`src/rtl/cond_eval_pkg.sv`:
```
// Shared types and constants for the condition evaluator: condition codes,
// flag bit positions and FSM state encoding.
package cond_eval_pkg;

   localparam int unsigned NUM_FLAGS = 4;

   localparam int unsigned Z_IDX = 0;
   localparam int unsigned C_IDX = 1;
   localparam int unsigned N_IDX = 2;
   localparam int unsigned V_IDX = 3;

   typedef enum logic [3:0] {
      EQ = 4'h0,
      NE = 4'h1,
      CS = 4'h2,
      CC = 4'h3,
      MI = 4'h4,
      PL = 4'h5,
      VS = 4'h6,
      VC = 4'h7,
      HI = 4'h8,
      LS = 4'h9,
      GE = 4'hA,
      LT = 4'hB,
      GT = 4'hC,
      LE = 4'hD,
      AL = 4'hE,
      NV = 4'hF
   } cond_t;

   // One-entry response slot: EMPTY or FULL.
   typedef logic [0:0] state_t;
   localparam state_t ST_EMPTY = 1'b0;
   localparam state_t ST_FULL  = 1'b1;

endpackage

```
`src/rtl/cond_eval_decode.sv`:
```
// Purely combinational condition-code decoder over the four ALU flags.
module cond_decode
   import cond_eval_pkg::*;
(
   input  logic [3:0]           cond,
   input  logic [NUM_FLAGS-1:0] flags,
   output logic                 pass
);

   logic z, c, n, v;

   assign z = flags[Z_IDX];
   assign c = flags[C_IDX];
   assign n = flags[N_IDX];
   assign v = flags[V_IDX];

   always_comb begin
      pass = 1'b0;
      unique case (cond_t'(cond))
         EQ: pass = z;
         NE: pass = !z;
         CS: pass = c;
         CC: pass = !c;
         MI: pass = n;
         PL: pass = !n;
         VS: pass = v;
         VC: pass = !v;
         HI: pass = c & !z;
         LS: pass = !c | z;
         GE: pass = (n == v);
         LT: pass = (n != v);
         GT: pass = !z & (n == v);
         LE: pass = z | (n != v);
         AL: pass = 1'b1;
         NV: pass = 1'b0;
      endcase
   end

endmodule

```
`src/rtl/cond_eval.sv`:
```
// Condition evaluator: holds ALU flags, evaluates condition requests into a
// one-entry registered response slot, and counts consumed pass/fail results.
module cond_eval
   import cond_eval_pkg::*;
#(
   parameter int unsigned FORWARD = 1,
   parameter int unsigned CNT_W   = 16
) (
   input  logic                 clk,
   input  logic                 rst,
   input  logic                 flag_we,
   input  logic                 d_zero,
   input  logic                 d_carry,
   input  logic                 d_negative,
   input  logic                 d_overflow,
   input  logic                 req_valid,
   input  logic [3:0]           req_cond,
   output logic                 req_ready,
   output logic                 resp_valid,
   output logic                 resp_pass,
   input  logic                 resp_ready,
   output logic [NUM_FLAGS-1:0] flags_q,
   input  logic                 clr_cnt,
   output logic [CNT_W-1:0]     pass_cnt,
   output logic [CNT_W-1:0]     fail_cnt
);

   state_t               state_q, state_d;
   logic                 pass_q;
   logic [NUM_FLAGS-1:0] d_flags;
   logic [NUM_FLAGS-1:0] eval_flags;
   logic                 eval_pass;
   logic                 accept;
   logic                 consume;

   assign d_flags = {d_overflow, d_negative, d_carry, d_zero};

   // Forwarding lets a request see flags written in its own accept cycle.
   assign eval_flags = ((FORWARD != 0) && flag_we) ? d_flags : flags_q;

   cond_decode u_decode (
      .cond  (req_cond),
      .flags (eval_flags),
      .pass  (eval_pass)
   );

   assign resp_valid = (state_q == ST_FULL);
   assign resp_pass  = pass_q;
   assign req_ready  = (state_q == ST_EMPTY) | resp_ready;
   assign accept     = req_valid & req_ready;
   assign consume    = resp_valid & resp_ready;

   always_comb begin
      state_d = state_q;
      if (accept) begin
         state_d = ST_FULL;
      end else if (consume) begin
         state_d = ST_EMPTY;
      end
   end

   always_ff @(posedge clk or negedge rst) begin
      if (!rst) begin
         state_q <= ST_EMPTY;
         pass_q  <= 1'b0;
         flags_q <= '0;
      end else begin
         state_q <= state_d;
         if (accept) begin
            pass_q <= eval_pass;
         end
         if (flag_we) begin
            flags_q <= d_flags;
         end
      end
   end

   // Saturating statistics; clear wins over a same-cycle consumption.
   always_ff @(posedge clk or negedge rst) begin
      if (!rst) begin
         pass_cnt <= '0;
         fail_cnt <= '0;
      end else if (clr_cnt) begin
         pass_cnt <= '0;
         fail_cnt <= '0;
      end else if (consume) begin
         if (pass_q) begin
            if (pass_cnt != {CNT_W{1'b1}}) begin
               pass_cnt <= pass_cnt + CNT_W'(1);
            end
         end else begin
            if (fail_cnt != {CNT_W{1'b1}}) begin
               fail_cnt <= fail_cnt + CNT_W'(1);
            end
         end
      end
   end

endmodule

```
`config.mk`:
```
export PLATFORM = sky130hd
export DESIGN_NAME = cond_eval
export DESIGN_NICKNAME = d
export VERILOG_FILES = /design/src/rtl/cond_eval_pkg.sv /design/src/rtl/cond_eval_decode.sv /design/src/rtl/cond_eval.sv
export SDC_FILE = /design/constraint.sdc
export NUM_CORES = 1
export LEC_CHECK = 0
export BUFFER_PORTS_ARGS = -buffer_cell sky130_fd_sc_hd__buf_2
export CAP_MARGIN = 10
export CORE_MARGIN = 2
export CORE_UTILIZATION = 56
export CTS_CLUSTER_SIZE = 24
export DETAILED_ROUTE_END_ITERATION = 12
export PLACE_DENSITY = 0.94
export SETUP_SLACK_MARGIN = 0.1
export SYNTH_ARGS = -nofsm -noshare
export SYNTH_HDL_FRONTEND = slang
export SYNTH_SLANG_ARGS = --single-unit
```
`constraint.sdc`:
```
create_clock -name clk -period 2.9 [get_ports clk]
set_input_delay 0.29 -clock clk [delete_from_list [all_inputs] [get_ports clk]]
set_output_delay 0.29 -clock clk [all_outputs]
set_load 0.03 [all_outputs]
```
==> flow_metrics.py <==
metrics = {
    "yosys": {
        "yosysTopAreaCell": "dfrtp_1",
        "synthTopCellsByArea": "dfrtp_1 (43%), xor2_1 (9.1%), nor2_1 (5.9%)",
        "yosysSeqAreaShare": 0.429,
        "synth_area_mm2": 0.00222,
        "ys_types": 49,
        "synth_edf_count": 0,
        "ys_warn_count": 0,
        "syn_inst": 225,
        "synth_top_area_frac": 0.429,
        "avgSynthCellArea_um2": 9.86,
        "ys_ff_latch": 38,
        "synthFlopType": "dfrtp_1",
        "synth_nets": 241,
        "async_flop_share": 1.00,
    },
    "cells_and_area": {
        "area_growth_pct": 16.1,
        "post-route-util": 0.688,
        "layout-drive-gt1-share": 0.289,
        "final_cells": 321,
        "num-fill-cells": 290,
        "num_antenna_cells": 0,
        "fin_nets": 288,
        "layout_common_cells": "buf_2 (52), dfrtp_1 (38), nor2_1 (35)",
        "layout_commonest_cell": "buf_2",
    },
    "setup_path": {
        "crit_path_cell_trace": "ha_1, and2_1, nand3_1, o21ai_1, mux2i_1, nor2_1",
        "worstSetupEndpointType": "flop",
        "path_class": "reg2reg",
        "r2r_setup_slack_ns": 1.03,
        "rr_startpoint": "fail_cnt[0]",
        "cp-startpoint": "fail_cnt[0]",
        "cp_slowest_cell": "dfrtp_1",
        "critical_path_buf_inv_count": 0,
        "path_max_fanout": 8,
        "path_delay_family": "simple AND/OR/NAND/NOR gates",
        "slowest_delay_ns": 0.42,
        "worstPathArrival_ns": 2.03,
        "critical_path_required_ns": 3.06,
        "start_kind": "flop",
    },
    "power_and_ir_drop": {
        "p_leak_nw": 1.23,
        "powerDensity_mw_per_mm2": 423,
        "ir_worst_vdd_v": 0.000346,
    },
    "cts": {
        "cts_buffers": 5,
        "cts.sinks": 38,
        "clock_latency_ns": 0.29,
        "ctsLongestPathBuffers": 2,
        "post_cts_buffers": 0,
        "cts_tree": "done",
        "cts_resized": 0,
        "cts_hold_buf": 0,
        "root_buffer": "clkbuf_8",
        "clk_pin_slew_ns": 0.07,
        "h-tree-depth": 2,
    },
    "drt": {
        "routed_wl_mm": 4.93,
        "drtPass1Iterations": 4,
        "vias_per_cell": 6.01,
        "vias": 1929,
        "drt_iter0_markers": 166,
        "drc": 0,
        "wl_per_cell_um": 15.4,
        "postRouteAntennaNets": 0,
    },
    "timing": {
        "slew_viol_final": 0,
        "finalSetupViolCount": 0,
        "finalCritPeriodShare": 0.646,
        "max_freq_ghz": 0.534,
        "fin_skew_ns": 0.00627,
        "fin_crit_ns": 1.87,
        "rsz0062_at_grt": "no",
        "hold_viol": 0,
        "setup_slack_ns": 1.03,
        "worst_slew_pin_slew_ns": 0.836,
        "relSlewSlack": 0.443,
        "hold_ws_ns": 0.0993,
        "tns_ns": 0,
    },
    "die": {
        "die_y_um": 66.9,
        "io-pin-count": 53,
        "initial_core_util": 0.593,
        "rows": 22,
        "dieArea_mm2": 0.00448,
        "fp.dieW_um": 66.9,
        "core_mm2": 0.00374,
    },
    "place": {
        "pre_cts_ws_ns": 1.07,
        "port-buffer-count": 52,
        "gp_congestion": 0.849,
        "dp_cells": 313,
        "dp_hpwl_mm": 3.48,
    },
    "worst_hold_path": {
        "hold_path.class": "in2async",
    },
    "global_routing": {
        "grt_max_degree": 39,
        "grt-ovfl-total": 0,
        "antenna_found_initial": 0,
        "first_global_vias": 1811,
        "grt_pass1_wl_mm": 8.40,
        "grt_usage": 0.250,
    },
    "outcome": {
        "outcome": "finished clean",
    },
    "flow_run": {
        "max-cap-violations": 0,
    },
}
sequential cells by signal, indices dropped and copies added, names as in the netlist:
register / count
fail_cnt: 16
pass_cnt: 16
flags_q: 4
resp_pass: 1
resp_valid: 1
power breakdown:
group	leakage [nW]	switching, mW	internal [mW]	total, mW
Clock	0.0482	0.181	0.192	0.373
Sequential	0.516	0.0151	0.544	0.559
Combinational	0.668	0.102	0.0542	0.157
Total	1.23	0.299	0.790	1.09
worst reg2reg max path, delay by kind of cell, from the launching register on:
family / cells / cell delay [ns]
AOI/OAI and AO/OA: 1 / 0.30
adders and majority gates: 1 / 0.19
DFF: 1 / 0.42
muxes: 1 / 0.22
and+or+nand+nor: 3 / 0.61
worst paths after layout:
check                      cells past startpoint          end
setup / recovery                               6  fail_cnt[1]
hold reg to reg                                2  fail_cnt[5]
max in group asynchronous                      1  pass_cnt[1]
min in group clk                               2   resp_valid
setup reg to reg                               6  fail_cnt[1]
hold / removal                                 1   flags_q[0]
layer usage:
| layer | up-vias | global-route usage | share of wire |
|---|---|---|---|
| met3 | 11 | 0.0507 | 0.067 |
| met5 | - | 0 | 0 |
| met2 | 89 | 0.414 | 0.51 |
| met4 | 0 | 0.107 | 0.019 |
| met1 | 929 | 0.315 | 0.40 |
| li1 | 900 | - | - |
layout make-up:
type,count,area [µm²],share of cell area
multi-input cells,174,1210,0.469
clock buffers,7,86.3,0.0335
well taps,48,60.1,0.0233
repair buffers,52,260,0.101
flip-flops and latches,38,951,0.369
inverters,1,3.75,0.00146
clock inverters,1,5.00,0.00194
cell families after synthesis:
| group | Yosys count | share of synthesized area |
|---|---|---|
| AND/OR/NAND/NOR | 103 | 0.268 |
| flip-flops | 38 | 0.429 |
| XOR/XNOR | 31 | 0.122 |
| AO/OA/AOI/OAI | 29 | 0.0993 |
| buffers and inverters | 13 | 0.0265 |
| multiplexers | 9 | 0.0434 |
| adder cells (fa/ha/maj) | 2 | 0.0113 |
synthesized netlist by cell type (2+ instances only):
master,instances
nand4b_1,2
nand4_2,2
mux2i_1,4
nor2_1,35
o2111ai_1,5
nand4_1,7
and3_1,5
o21ai_0,4
o211ai_1,6
xnor2_1,8
mux2_2,5
xor2_1,23
and3_2,2
nor4_2,2
nand3_1,5
nand2_1,12
nor3_1,8
clkbuf_1,7
ha_1,2
dfrtp_1,38
a21oi_1,3
and2_1,3
nand2b_1,4
and4_1,4
buf_2,3
nand3_4,2
and4_4,2
metrics by stage:
stage / instance area (µm²) / power (mW)
5_1_grt: 2570 / 1.14
6_report: 2570 / 1.09
3_5_place_dp: 2480 / 0.725
3_3_place_gp: 2480 / 0.720
2_1_floorplan: 2220 / 0.675
4_1_cts: 2570 / 1.10
Power figures use the tool's default switching activity.
